[config.mk]
export PLATFORM = sky130hd
export DESIGN_NAME = lcd_rx
export DESIGN_NICKNAME = d
export VERILOG_FILES = /design/src/rtl/lcd_pkg.sv /design/src/rtl/lcd_rx_fifo.sv /design/src/rtl/lcd_rx.sv
export SDC_FILE = /design/constraint.sdc
export NUM_CORES = 1
export LEC_CHECK = 0
export ABC_AREA = 1
export BUFFER_PORTS_ARGS = -buffer_cell sky130_fd_sc_hd__buf_2
export CAP_MARGIN = 20
export CELL_PAD_IN_SITES_DETAIL_PLACEMENT = 0
export CELL_PAD_IN_SITES_GLOBAL_PLACEMENT = 2
export CORE_MARGIN = 10
export CORE_UTILIZATION = 39
export DETAILED_ROUTE_END_ITERATION = 10
export PLACE_DENSITY = 0.9
export SYNTH_ARGS = -nofsm -noshare
export SYNTH_HDL_FRONTEND = slang
export SYNTH_HIERARCHICAL = 1
export SYNTH_SLANG_ARGS = --single-unit
[constraint.sdc]
create_clock -name clk_i -period 3.1 [get_ports clk_i]
set_clock_uncertainty 0.2 [all_clocks]
set_input_delay 0.31 -clock clk_i [delete_from_list [all_inputs] [get_ports clk_i]]
set_output_delay 0.31 -clock clk_i [all_outputs]
set_load 0.02 [all_outputs]
[src/rtl/lcd_pkg.sv]
// Shared definitions for the LCD receive-side monitor.
// Contents: event type codes, busy-timer FSM states, tick lengths, default busy
// windows, DDRAM line-wrap constants and the instruction-byte decoder.
package lcd_pkg;

  typedef enum logic [3:0] {
    EvtNop     = 4'd0,
    EvtClear   = 4'd1,
    EvtHome    = 4'd2,
    EvtEntry   = 4'd3,
    EvtDisplay = 4'd4,
    EvtShift   = 4'd5,
    EvtFunc    = 4'd6,
    EvtCgAddr  = 4'd7,
    EvtDdAddr  = 4'd8,
    EvtChar    = 4'd9,
    EvtCgData  = 4'd10
  } evt_type_e;

  typedef enum logic {StIdle, StBusy} busy_st_e;

  localparam int unsigned TickSlow     = 1024;
  localparam int unsigned TickFast     = 4;
  localparam int unsigned BusyLongDef  = 250;
  localparam int unsigned BusyShortDef = 4;

  // Two-line DDRAM layout: line 0 is 0x00..0x27, line 1 is 0x40..0x67.
  localparam logic [6:0] DdLine0End   = 7'h27;
  localparam logic [6:0] DdLine1Start = 7'h40;
  localparam logic [6:0] DdLine1End   = 7'h67;

  // {type, data, addr}
  localparam int unsigned EvtWidth = 19;

  // Instruction class is given by the highest set bit of the byte.
  function automatic evt_type_e decode_instr(input logic [7:0] b);
    evt_type_e t;
    if (b[7])      t = EvtDdAddr;
    else if (b[6]) t = EvtCgAddr;
    else if (b[5]) t = EvtFunc;
    else if (b[4]) t = EvtShift;
    else if (b[3]) t = EvtDisplay;
    else if (b[2]) t = EvtEntry;
    else if (b[1]) t = EvtHome;
    else if (b[0]) t = EvtClear;
    else           t = EvtNop;
    return t;
  endfunction

endpackage

[src/rtl/lcd_rx_fifo.sv]
// Synchronous show-ahead FIFO for decoded LCD events.
// Ports: clk_i, rst_n_i (async active-low), push_i/wdata_i write side,
// pop_i read side, rdata_o head entry (valid when !empty_o), full_o, empty_o.
// A push while full is accepted only when a pop happens in the same cycle.
module lcd_rx_fifo #(
  parameter int unsigned DEPTH = 4,
  parameter int unsigned WIDTH = 19
) (
  input  logic             clk_i,
  input  logic             rst_n_i,
  input  logic             push_i,
  input  logic [WIDTH-1:0] wdata_i,
  input  logic             pop_i,
  output logic [WIDTH-1:0] rdata_o,
  output logic             full_o,
  output logic             empty_o
);

  localparam int unsigned Aw = $clog2(DEPTH);

  logic [WIDTH-1:0] mem_q [DEPTH];
  logic [Aw:0]      wr_q, rd_q;
  logic             do_push, do_pop;

  assign empty_o = (wr_q == rd_q);
  assign full_o  = (wr_q[Aw] != rd_q[Aw]) && (wr_q[Aw-1:0] == rd_q[Aw-1:0]);
  assign do_pop  = pop_i & ~empty_o;
  assign do_push = push_i & (~full_o | do_pop);
  assign rdata_o = mem_q[rd_q[Aw-1:0]];

  always_ff @(posedge clk_i or negedge rst_n_i) begin
    if (!rst_n_i) begin
      wr_q <= '0;
      rd_q <= '0;
    end else begin
      if (do_push) wr_q <= wr_q + 1'b1;
      if (do_pop)  rd_q <= rd_q + 1'b1;
    end
  end

  always_ff @(posedge clk_i) begin
    if (do_push) mem_q[wr_q[Aw-1:0]] <= wdata_i;
  end

endmodule

[src/rtl/lcd_rx.sv]
// HD44780-style LCD bus monitor: synchronizes rs/en/data, captures a transfer on
// each falling edge of en, decodes it, tracks the address counter and busy
// window, and queues one event per transfer on a ready/valid stream.
// Ports: clk_i, rst_n_i (async active-low); rs_i, en_i, lcd_data_i LCD bus;
// evt_valid_o/evt_ready_i/evt_type_o/evt_data_o/evt_addr_o event stream;
// busy_o emulated busy flag; err_busy_o, err_ovf_o sticky errors; err_clr_i clears them.
// Macro LCD_RX_FAST_SIM_EN: when defined, a busy tick is 4 clocks instead of 1024.
module lcd_rx
  import lcd_pkg::*;
#(
  parameter int unsigned DEPTH      = 4,
  parameter int unsigned BUSY_LONG  = BusyLongDef,
  parameter int unsigned BUSY_SHORT = BusyShortDef
) (
  input  logic       clk_i,
  input  logic       rst_n_i,
  input  logic       rs_i,
  input  logic       en_i,
  input  logic [7:0] lcd_data_i,
  output logic       evt_valid_o,
  input  logic       evt_ready_i,
  output logic [3:0] evt_type_o,
  output logic [7:0] evt_data_o,
  output logic [6:0] evt_addr_o,
  output logic       busy_o,
  output logic       err_busy_o,
  output logic       err_ovf_o,
  input  logic       err_clr_i
);

`ifdef LCD_RX_FAST_SIM_EN
  localparam int unsigned TickLen = TickFast;
`else
  localparam int unsigned TickLen = TickSlow;
`endif
  localparam logic [9:0] TickMax = 10'(TickLen - 1);

  // Synchronizers; en_s3_q is the edge-detect history flop.
  logic       rs_s1_q, rs_s2_q, en_s1_q, en_s2_q, en_s3_q;
  logic [7:0] data_s1_q, data_s2_q;
  logic       cap_q, cap_rs_q;
  logic [7:0] cap_data_q;
  logic       en_fall;

  assign en_fall = en_s3_q & ~en_s2_q;

  always_ff @(posedge clk_i or negedge rst_n_i) begin
    if (!rst_n_i) begin
      rs_s1_q    <= 1'b0;
      rs_s2_q    <= 1'b0;
      en_s1_q    <= 1'b0;
      en_s2_q    <= 1'b0;
      en_s3_q    <= 1'b0;
      data_s1_q  <= '0;
      data_s2_q  <= '0;
      cap_q      <= 1'b0;
      cap_rs_q   <= 1'b0;
      cap_data_q <= '0;
    end else begin
      rs_s1_q   <= rs_i;
      rs_s2_q   <= rs_s1_q;
      en_s1_q   <= en_i;
      en_s2_q   <= en_s1_q;
      en_s3_q   <= en_s2_q;
      data_s1_q <= lcd_data_i;
      data_s2_q <= data_s1_q;
      cap_q     <= en_fall;
      if (en_fall) begin
        cap_rs_q   <= rs_s2_q;
        cap_data_q <= data_s2_q;
      end
    end
  end

  // Address counter / entry mode state.
  logic [6:0] addr_q, addr_d;
  logic       id_q, id_d, cg_q, cg_d;
  evt_type_e  cap_type;

  assign cap_type = cap_rs_q ? (cg_q ? EvtCgData : EvtChar) : decode_instr(cap_data_q);

  always_comb begin
    addr_d = addr_q;
    id_d   = id_q;
    cg_d   = cg_q;
    if (cap_q) begin
      case (cap_type)
        EvtClear: begin
          addr_d = '0;
          id_d   = 1'b1;
          cg_d   = 1'b0;
        end
        EvtHome: begin
          addr_d = '0;
          cg_d   = 1'b0;
        end
        EvtEntry: id_d = cap_data_q[1];
        EvtCgAddr: begin
          addr_d = {1'b0, cap_data_q[5:0]};
          cg_d   = 1'b1;
        end
        EvtDdAddr: begin
          addr_d = cap_data_q[6:0];
          cg_d   = 1'b0;
        end
        EvtChar: begin
          if (id_q) begin
            if (addr_q == DdLine0End)      addr_d = DdLine1Start;
            else if (addr_q == DdLine1End) addr_d = 7'h00;
            else                           addr_d = addr_q + 7'd1;
          end else begin
            if (addr_q == DdLine1Start)    addr_d = DdLine0End;
            else if (addr_q == 7'h00)      addr_d = DdLine1End;
            else                           addr_d = addr_q - 7'd1;
          end
        end
        EvtCgData: begin
          addr_d = id_q ? {1'b0, addr_q[5:0] + 6'd1} : {1'b0, addr_q[5:0] - 6'd1};
        end
        default: ;
      endcase
    end
  end

  // Busy timer: prescaler restarts on every capture so each window is exact.
  busy_st_e    st_q, st_d;
  logic [9:0]  pre_q, pre_d;
  logic [15:0] cnt_q, cnt_d, load_q, load_d;

  always_comb begin
    st_d   = st_q;
    pre_d  = pre_q;
    cnt_d  = cnt_q;
    load_d = load_q;
    if (cap_q) begin
      st_d   = StBusy;
      pre_d  = '0;
      cnt_d  = '0;
      load_d = (cap_type == EvtClear || cap_type == EvtHome) ? 16'(BUSY_LONG) : 16'(BUSY_SHORT);
    end else begin
      case (st_q)
        StBusy: begin
          if (pre_q == TickMax) begin
            pre_d = '0;
            cnt_d = cnt_q + 16'd1;
            if (cnt_d == load_q) st_d = StIdle;
          end else begin
            pre_d = pre_q + 10'd1;
          end
        end
        default: ;
      endcase
    end
  end

  assign busy_o = (st_q == StBusy);

  // Event FIFO.
  logic [EvtWidth-1:0] fifo_rdata;
  logic                fifo_full, fifo_empty, pop, push, ovf;

  assign pop  = evt_valid_o & evt_ready_i;
  assign push = cap_q & (~fifo_full | pop);
  assign ovf  = cap_q & fifo_full & ~pop;

  lcd_rx_fifo #(
    .DEPTH(DEPTH),
    .WIDTH(EvtWidth)
  ) u_fifo (
    .clk_i  (clk_i),
    .rst_n_i(rst_n_i),
    .push_i (push),
    .wdata_i({cap_type, cap_data_q, addr_q}),
    .pop_i  (pop),
    .rdata_o(fifo_rdata),
    .full_o (fifo_full),
    .empty_o(fifo_empty)
  );

  assign evt_valid_o = ~fifo_empty;
  assign evt_type_o  = fifo_empty ? 4'd0 : fifo_rdata[18:15];
  assign evt_data_o  = fifo_empty ? 8'd0 : fifo_rdata[14:7];
  assign evt_addr_o  = fifo_empty ? 7'd0 : fifo_rdata[6:0];

  // Sticky errors; a new error wins over a same-cycle clear.
  logic err_busy_d, err_ovf_d;

  always_comb begin
    err_busy_d = err_busy_o;
    err_ovf_d  = err_ovf_o;
    if (err_clr_i) begin
      err_busy_d = 1'b0;
      err_ovf_d  = 1'b0;
    end
    if (cap_q && busy_o) err_busy_d = 1'b1;
    if (ovf)             err_ovf_d  = 1'b1;
  end

  always_ff @(posedge clk_i or negedge rst_n_i) begin
    if (!rst_n_i) begin
      addr_q     <= '0;
      id_q       <= 1'b1;
      cg_q       <= 1'b0;
      st_q       <= StIdle;
      pre_q      <= '0;
      cnt_q      <= '0;
      load_q     <= '0;
      err_busy_o <= 1'b0;
      err_ovf_o  <= 1'b0;
    end else begin
      addr_q     <= addr_d;
      id_q       <= id_d;
      cg_q       <= cg_d;
      st_q       <= st_d;
      pre_q      <= pre_d;
      cnt_q      <= cnt_d;
      load_q     <= load_d;
      err_busy_o <= err_busy_d;
      err_ovf_o  <= err_ovf_d;
    end
  end

endmodule

==> run summary, run 1 <==
The worst setup path is of the register to primary output kind. The most repeated library cell on the critical path is inv_1. Summed over all nets, the half-perimeter wirelength after detailed placement is 10.9 mm. The longest individual stage delay on the worst path came out at 0.42 ns. The number of search-and-repair iterations in the first detailed-routing pass is 5. The class of the worst hold path is register to register. The routing usage on met3 is under 10%.

The tree is rooted in a clkbuf_16. The total number of clock tree sinks came out at 153. After clock tree synthesis, the clock-pin slew on the worst setup and hold paths is around 0.06 ns. The switching power is 2.85 mW. Power spread over the standard cell area amounts to between 900 and 1000 nW/µm². The net total in the final layout is 861. Dividing the detail-routed via count by the number of cells gives between 4 and 5. The final max-slew violation count came to 0. The met1 usage in global routing is between 10% and 20%.

The worst setup path is captured at a primary output. The first global-routing pass estimated roughly 26 mm of wire. The total leakage power came out at between 3 and 4 nW. The vertical die dimension came out at between 150 and 200 µm. The filler cell count is between 1500 and 2000.

The primary flip-flop cell chosen by synthesis mapping is edfxtp_1. In this run, distinct cell masters in the synthesized netlist total 46. The global routing met2 resource utilization came out at ~23%. The final routed wire length divided by cell count came out at between 10 and 15 µm. The switching share of total power came out at roughly 37%. The initial antenna violation count is 0. Measured in cells, the most critical reg-to-reg path has a length of 11. The I/O pin count is 37.

The clock share of power is between 20% and 30%. The sequential fraction of the synthesis area is 58.1%. The combined buffer and inverter count along the critical path came out at 4.

The global-route total usage across every layer is 13.3%. The library cell used most frequently in the layout, excluding fill and tap cells, is nand2_1. The relative slew slack is 35.0%. The overall die area is around 24000 µm². The cell-internal power came out at about 4.8 mW.

Setup violations remaining at the end of the flow were counted as 0. The final routed DRC violation total came out at 0. The critical path crosses 7 cells after its start point. The number of vias in the routed layout came out at approximately 5300. Routability-driven placement finished with a final weighted congestion of about 0.80. In this run the horizontal extent of the chip is between 150 and 200 µm. Leaving out fill and tap cells, the most frequent cells in the layout are nand2_1 (153), nor2_1 (110), inv_1 (94). The final number of hold-violating endpoints is 0.

The number of antenna cells inserted is 0. The layout overhead on the synthesized area is 16.9%. The max-cap violation count came out at 0. The relative contribution of sequential cells to total power is 36.6%. Overall power consumption after layout is estimated at approximately 7.6 mW. The sequential standard cell area came out at roughly 4200 µm².

The number of cells traversed by the worst hold path is 0. The setup total negative slack came out at 0 ns. In this run the core area contains ~50 standard-cell rows. The count of flip-flops with a built-in enable after synthesis came out at 76. Grouping stages by cell kind, the critical path spends the most delay in buffers and inverters. Clock latency on the worst-skew pair, taken at its later pin, is 0.42 ns. The clock tree buffer depth came out at 2. The cell with the largest stage delay on the worst path is inv_1. The slew at the pin closest to its max-slew limit is a little under 1 ns. The mean area per synthesized cell came out at about 9.4 µm².

Entering global routing, the biggest net connects 78 pins. The multi-input gate area in the final layout is roughly 2600 µm². The worst endpoint data arrival time came out at between 2 and 2.5 ns. The async set-or-reset flop fraction in the synthesized netlist is 50.3%. The final cycle utilization of the critical path came out at between 80% and 90%. The clock period could shrink to between 2 and 3 ns. The number of register bits inferred by synthesis is between 150 and 200. Synthesis produced slightly below 800 cells. The data required time of the worst path came out at 2.59 ns. Of all nets on the critical path, the largest fanout is 22.

The via count of the first global-routing pass came out at about 5300. The number of H-tree levels came out at 4. Combinational cells account for roughly 35% of the total power.

TritonCTS built the clock tree. The cell area that synthesis handed to floorplanning was 7250 µm². The initial core utilization came out at 39.9%. The number of gates resized after CTS is 0. The final global-route overflow total is 0.

The starting DRC count in detailed routing is about 210. Setup repair after global routing left no endpoint under its margin. The remaining number of nets flagged by the antenna check after routing is 0.

The standard cell core area is between 15000 and 20000 µm². The routed wire length is approximately 15 mm. The flow ran to the end, and the final reports show no timing, DRC or antenna violations.

Traced cell by cell, the critical path runs through buf_4, inv_1, o21ai_0, o22ai_1, inv_1, nor2_1, buf_2. met2 is the most crowded layer. The ratio of cells with drive above 1 in the final layout is 13.1%. The count of buffers added on input and output ports is 36. The count of warnings emitted by yosys came out at 6. The maximum clock frequency is roughly 0.37 GHz. The net count of the mapped netlist is roughly 800. The startpoint kind of the worst setup timing path is a register.

The worst supply voltage drop on vdd came out at roughly 0.0004 V. The number of CTS-inserted buffers came out at 17.
-- through the flow --
stage	util [%]	setup slack (ns)	hold WS (ns)	std cells	instance area, µm²
after floorplan	-	0.121	-0.186	774	7250
after global placement	42.4	0.672	0.132	1031	7700
after detailed placement	42.4	0.537	0.135	1031	7700
after CTS	46.7	0.364	0.149	1075	8470
after global routing	46.7	0.161	0.154	1075	8470
final	46.7	0.409	0.147	1075	8470
-- worst register-to-register path: stages (launching register included) --
cell	delay [ns]
dfrtp_1	0.43
inv_1	0.12
nand2_1	0.08
nand2_1	0.13
nand3_2	0.17
inv_1	0.07
inv_1	0.06
nand2_1	0.08
a21oi_1	0.36
nand2_4	0.13
nor2_1	0.10
buf_4	0.30
-- registers in the layout, summed over array words and instances (netlist names), 2 cells and up --
register,flops
addr_q,7
load_q,2
pre_q,10
u_fifo/rd_q,3
u_fifo/wr_q,3
cap_data_q,8
u_fifo/mem_q,76
data_s2_q,8
cnt_q,16
data_s1_q,8
-- final timing paths --
check                                                start                           end  slack [ns]
worst max-delay path            u_fifo/rd_q[1]$_DFFE_PN0P_                 evt_addr_o[1]        0.41
worst min-delay path                data_s1_q[6]$_DFF_PN0_        data_s2_q[6]$_DFF_PN0_        0.15
worst max register to register  u_fifo/wr_q[0]$_DFFE_PN0P_  u_fifo/mem_q[3][9]$_DFFE_PP_        0.54
worst min register to register      data_s1_q[6]$_DFF_PN0_        data_s2_q[6]$_DFF_PN0_        0.15
max in group asynchronous                          rst_n_i    u_fifo/rd_q[1]$_DFFE_PN0P_        1.64
min in group asynchronous                          rst_n_i     cap_data_q[2]$_DFFE_PN0P_        0.41
-- routing by layer --
metal / up-vias / part of all wire [%] / wire (µm)
li1: 2690 / - / -
met5: - / 0 / 0
met1: 2499 / 45 / 7010
met3: 18 / 4.0 / 617
met2: 92 / 49 / 7620
met4: 0 / 1.3 / 208
-- area by class of cell --
cell class | count | area share (%)
Clock inverter | 9 | 1.39
Multi-Input combinational cell | 505 | 30.4
Tap cell | 229 | 3.38
Clock buffer | 23 | 6.32
Inverter | 97 | 4.30
Timing Repair Buffer | 59 | 4.55
Sequential cell | 153 | 49.7
-- cell families (layout without fill, tap and decap cells) --
kind of cell / count (synthesis) / count (layout) / synth area share [%]
AND/OR/NAND/NOR: 345 / 345 / 20.8
flip-flops: 153 / 153 / 58.1
AO/OA/AOI/OAI: 128 / 128 / 9.86
buffers and inverters: 116 / 188 / 6.37
XOR/XNOR: 16 / 16 / 2.04
adder cells (fa/ha/maj): 14 / 14 / 2.52
multiplexers: 2 / 2 / 0.294
-- power groups by stage --
stage | logic (mW) | registers, mW | clock network, mW
after floorplan | 1.97 | 2.72 | 0
after global placement | 2.62 | 2.82 | 0
after detailed placement | 2.66 | 2.84 | 0
after CTS | 2.68 | 2.80 | 2.25
after global routing | 3.00 | 2.84 | 2.34
final | 2.63 | 2.80 | 2.20
-- what timing repair did --
action                     4_1_cts  5_1_grt
setup buffers                    0        0
hold endpoints to repair        88        0
hold buffers                    12        0
setup endpoints to repair        0        0
-- Yosys cell counts (all sizes together), types with 3 or more instances --
master | number | area share, %
a21oi | 12 | 1.0
buf | 10 | 0.86
clkbuf | 9 | 0.48
dfrtp | 76 | 26
edfxtp | 76 | 31
ha | 13 | 2.2
inv | 97 | 5.0
nand2 | 163 | 8.9
nand3 | 39 | 2.8
nand4 | 13 | 1.3
nor2 | 118 | 6.7
nor3 | 6 | 0.57
o211ai | 3 | 0.31
o21ai | 80 | 5.5
o22ai | 26 | 2.2
xor2 | 14 | 1.7
No activity file was read; power rests on OpenSTA's default activity.
==> run 2: changes to the inputs <==
--- a/config.mk
+++ b/config.mk
@@ -14,6 +14,7 @@
 export CORE_UTILIZATION = 39
 export DETAILED_ROUTE_END_ITERATION = 10
 export PLACE_DENSITY = 0.9
+export REMOVE_ABC_BUFFERS = 1
 export SYNTH_ARGS = -nofsm -noshare
 export SYNTH_HDL_FRONTEND = slang
 export SYNTH_HIERARCHICAL = 1
==> run 2 against run 1 <==
Effect of this change: core utilization decreased by 0.22 points; highest routed layer unchanged; via count increased by 1.6%; worst hold slack got worse by 0.073 ns; clock power decreased by 2%; wire length increased by 2.8%; global-route usage about the same; critical path depth unchanged; sequential power about the same; combinational power about the same; total power decreased by 0.22%; critical endpoint is now evt_data_o[0]; worst setup slack improved by 0.0093 ns; sequential share of layout area increased by 0.24 points.
==> run summary, run 2 (synthesized netlist as in run 1, its figures left out) <==
The standard cell core area is 18100 µm². The finished cells cover roughly 8400 µm². Across every metal layer, demand over resource in global routing totals between 10% and 20%. The count of nets left with antenna violations once routing finished came out at 0. STA classifies the critical path endpoint as a primary output. The top cell types in the final layout, fill and taps aside, are nand2_1 (153), nor2_1 (110), inv_1 (94). Setup violations remaining at the end of the flow were counted as 0. The time the final worst path needs with I/O delays and setup is approximately 2.7 ns. For hold timing, the worst endpoint is err_ovf_o$_DFFE_PN0P_. Power spread over the standard cell area amounts to between 900 and 1000 nW/µm².

The first global-routing pass estimated approximately 26 mm of wire. The I/O pin count is 37. The weighted congestion reported at the end of routability-driven placement came out at ~0.84. The top fanout value on the critical path is 22. The capture point of the worst reg-to-reg path is u_fifo/mem_q[0][2]$_DFFE_PP_. Across all setup checks in the final design, the least slack found is 0.418 ns. The cell with the largest stage delay on the worst path is dfrtp_1.

The final global-route overflow total came out at 0. The via-per-instance ratio is between 5 and 6. The flip-flop count of the largest register, all copies and words added is 76. The data required time of the worst path came out at 2.59 ns. In this design, the critical path's most frequently occurring cell is inv_1. The post-CTS setup repair buffer count is 0. The number of gates resized after CTS is 0. From bottom edge to top edge, the die measures approximately 160 µm. The initial antenna violation count came out at 0. The final routed DRC violation total is 0. The filler cell count came out at about 1700. The worst hold path was traced through 4 stages. The repair_antennas step left the layout with diodes totalling 0. The detailed placer's ending HPWL came out at about 11 mm.

In the final layout, the share of cells above drive strength 1 is 13.0%. Once layout is complete, the cells apart from fillers number roughly 1100. The number of vias in the routed layout is roughly 5400. For the pin with the worst max-slew slack, the measured transition is 0.983 ns.

The count of buffers added on input and output ports is 36. The tree is rooted in a clkbuf_16. Traced cell by cell, the critical path runs through buf_4, inv_1, o21ai_0, o22ai_1, inv_1, nor2_1, buf_2. The maximum clock frequency is about 0.37 GHz.

Wires add up to between 15 and 20 mm. The starting DRC count in detailed routing came out at between 300 and 400. The instance area at placement is approximately 7700 µm².

The final number of hold-violating endpoints came out at 0. The number of search-and-repair iterations in the first detailed-routing pass is 4. The number of H-tree levels is 4.

The setup total negative slack is 0 ns. The clock tree from TritonCTS is done. The run finished with clean final reports.

The number of cells on the worst reg-to-reg path is 11. In the final routed layout, each cell accounts on average for roughly 15 µm. The worst supply voltage drop on vdd is between 0.0004 and 0.0005 V.

The die extent in x came out at about 160 µm. The maximum number of pins on one net before global-route repair is 78. The clock input transition at the sequential cells of the worst setup and hold paths came out at around 0.070 ns. The initial core utilization is roughly two fifths. The final critical path takes up approximately 87% of the cycle. After detailed placement, the design holds a cell count of 1030. The longest individual stage delay on the worst path is between 0.4 and 0.5 ns.

Headroom to the max-slew limit came out at approximately 34%. The worst endpoint data arrival time is between 2 and 2.5 ns. The max-cap violation count is 0. The die covers between 20000 and 25000 µm². The path class of the tightest hold or removal check is input pin to register. The clock passes through at most 2 buffers. The critical path in this run is classified as register to primary output. The setup slack of the most critical reg-to-reg path is approximately 0.56 ns. The startpoint identified for the worst hold timing path is evt_ready_i. The standard-cell row count came out at a little under 50. The worst setup path is launched from a register. The layout overhead on the synthesized area is 16.4%. The worst setup timing slack at the placement stage is roughly 0.58 ns.

TritonCTS created 17 clock buffers. The clock reaches the later pin of the worst-skew pair after 0.43 ns. Leaving out fill and tap cells, the most frequent cell in the layout is nand2_1. The final max-slew violation count came out at 0. In this run the critical register-to-register path is launched from u_fifo/wr_q[0]$_DFFE_PN0P_. Setup repair after global routing left no endpoint under its margin.

The via count of the first global-routing pass came out at slightly above 5000. For this run, the post-layout net count is between 800 and 900. The worst hold-check slack came out at approximately 0.075 ns. Counting every sink on the clock net gives ~150. Summed over all cells, the static leakage comes to roughly 3.7 nW.
==> run 2: changes by cell type in the layout (fill, tap and decap cells not counted) <==
cell,before,now
inv_8,0,6
clkbuf_16,20,17
clkbuf_8,2,0
clkinv_4,2,0
buf_4,12,11
clkbuf_4,1,0
clkinv_2,1,0
clkinv_8,0,1
clkinvlp_4,0,1
inv_6,4,5
==> run 2: through the flow <==
| step | power, mW | util (%) |
|---|---|---|
| 2_1_floorplan | 4.61 | - |
| 4_1_cts | 7.70 | 46.5 |
| 5_1_grt | 8.13 | 46.5 |
| 6_report | 7.62 | 46.5 |
| 3_3_place_gp | 5.46 | 42.4 |
| 3_5_place_dp | 5.52 | 42.4 |
==> run 2: layout make-up <==
cell class | count | area (µm²) | area share [%]
clock buffer | 17 | 425 | 5.04
clock inverter | 15 | 195 | 2.31
inverter | 97 | 364 | 4.32
multi-input combinational | 505 | 2570 | 30.5
sequential | 153 | 4210 | 49.9
tap | 229 | 287 | 3.40
timing repair buffer | 58 | 378 | 4.48
==> run 2: how the worst max path moves through the flow <==
stage	start	to	slack, ns
finish	u_fifo/rd_q[1]$_DFFE_PN0P_	evt_data_o[0]	0.42
detailed placement	u_fifo/wr_q[0]$_DFFE_PN0P_	u_fifo/mem_q[3][0]$_DFFE_PP_	0.58
global route	u_fifo/rd_q[1]$_DFFE_PN0P_	evt_data_o[2]	0.20
CTS	u_fifo/rd_q[1]$_DFFE_PN0P_	evt_data_o[5]	0.41
floorplan	u_fifo/rd_q[0]$_DFFE_PN0P_	u_fifo/mem_q[0][0]$_DFFE_PP_	-0.92
global placement	u_fifo/wr_q[0]$_DFFE_PN0P_	u_fifo/mem_q[3][2]$_DFFE_PP_	0.69
==> run 2: repair_timing <==
action	in CTS	in global routing
hold endpoints to repair	88	0
hold buffers	12	0
endpoints found under the setup margin	0	0
==> run 2: critical path, delay by kind of cell, from the launching register on <==
kind / cells / cell delay [ns]
buffers and inverters: 4 / 0.87
flip-flops: 1 / 0.41
AO/OA/AOI/OAI: 2 / 0.38
AND/OR/NAND/NOR: 1 / 0.08
==> run 2: layer usage <==
layer,GRT usage [%],routed length [µm],vias up
met4,5.03,228,0
met1,18.4,7700,2544
met3,2.93,724,23
met5,0,0,-
li1,-,-,2684
met2,19.8,7230,131
==> run 2: where the power goes <==
group | internal, mW | switching [mW]
logic | 0.894 | 1.75
clock network | 1.24 | 0.914
registers | 2.49 | 0.325
total | 4.63 | 2.99
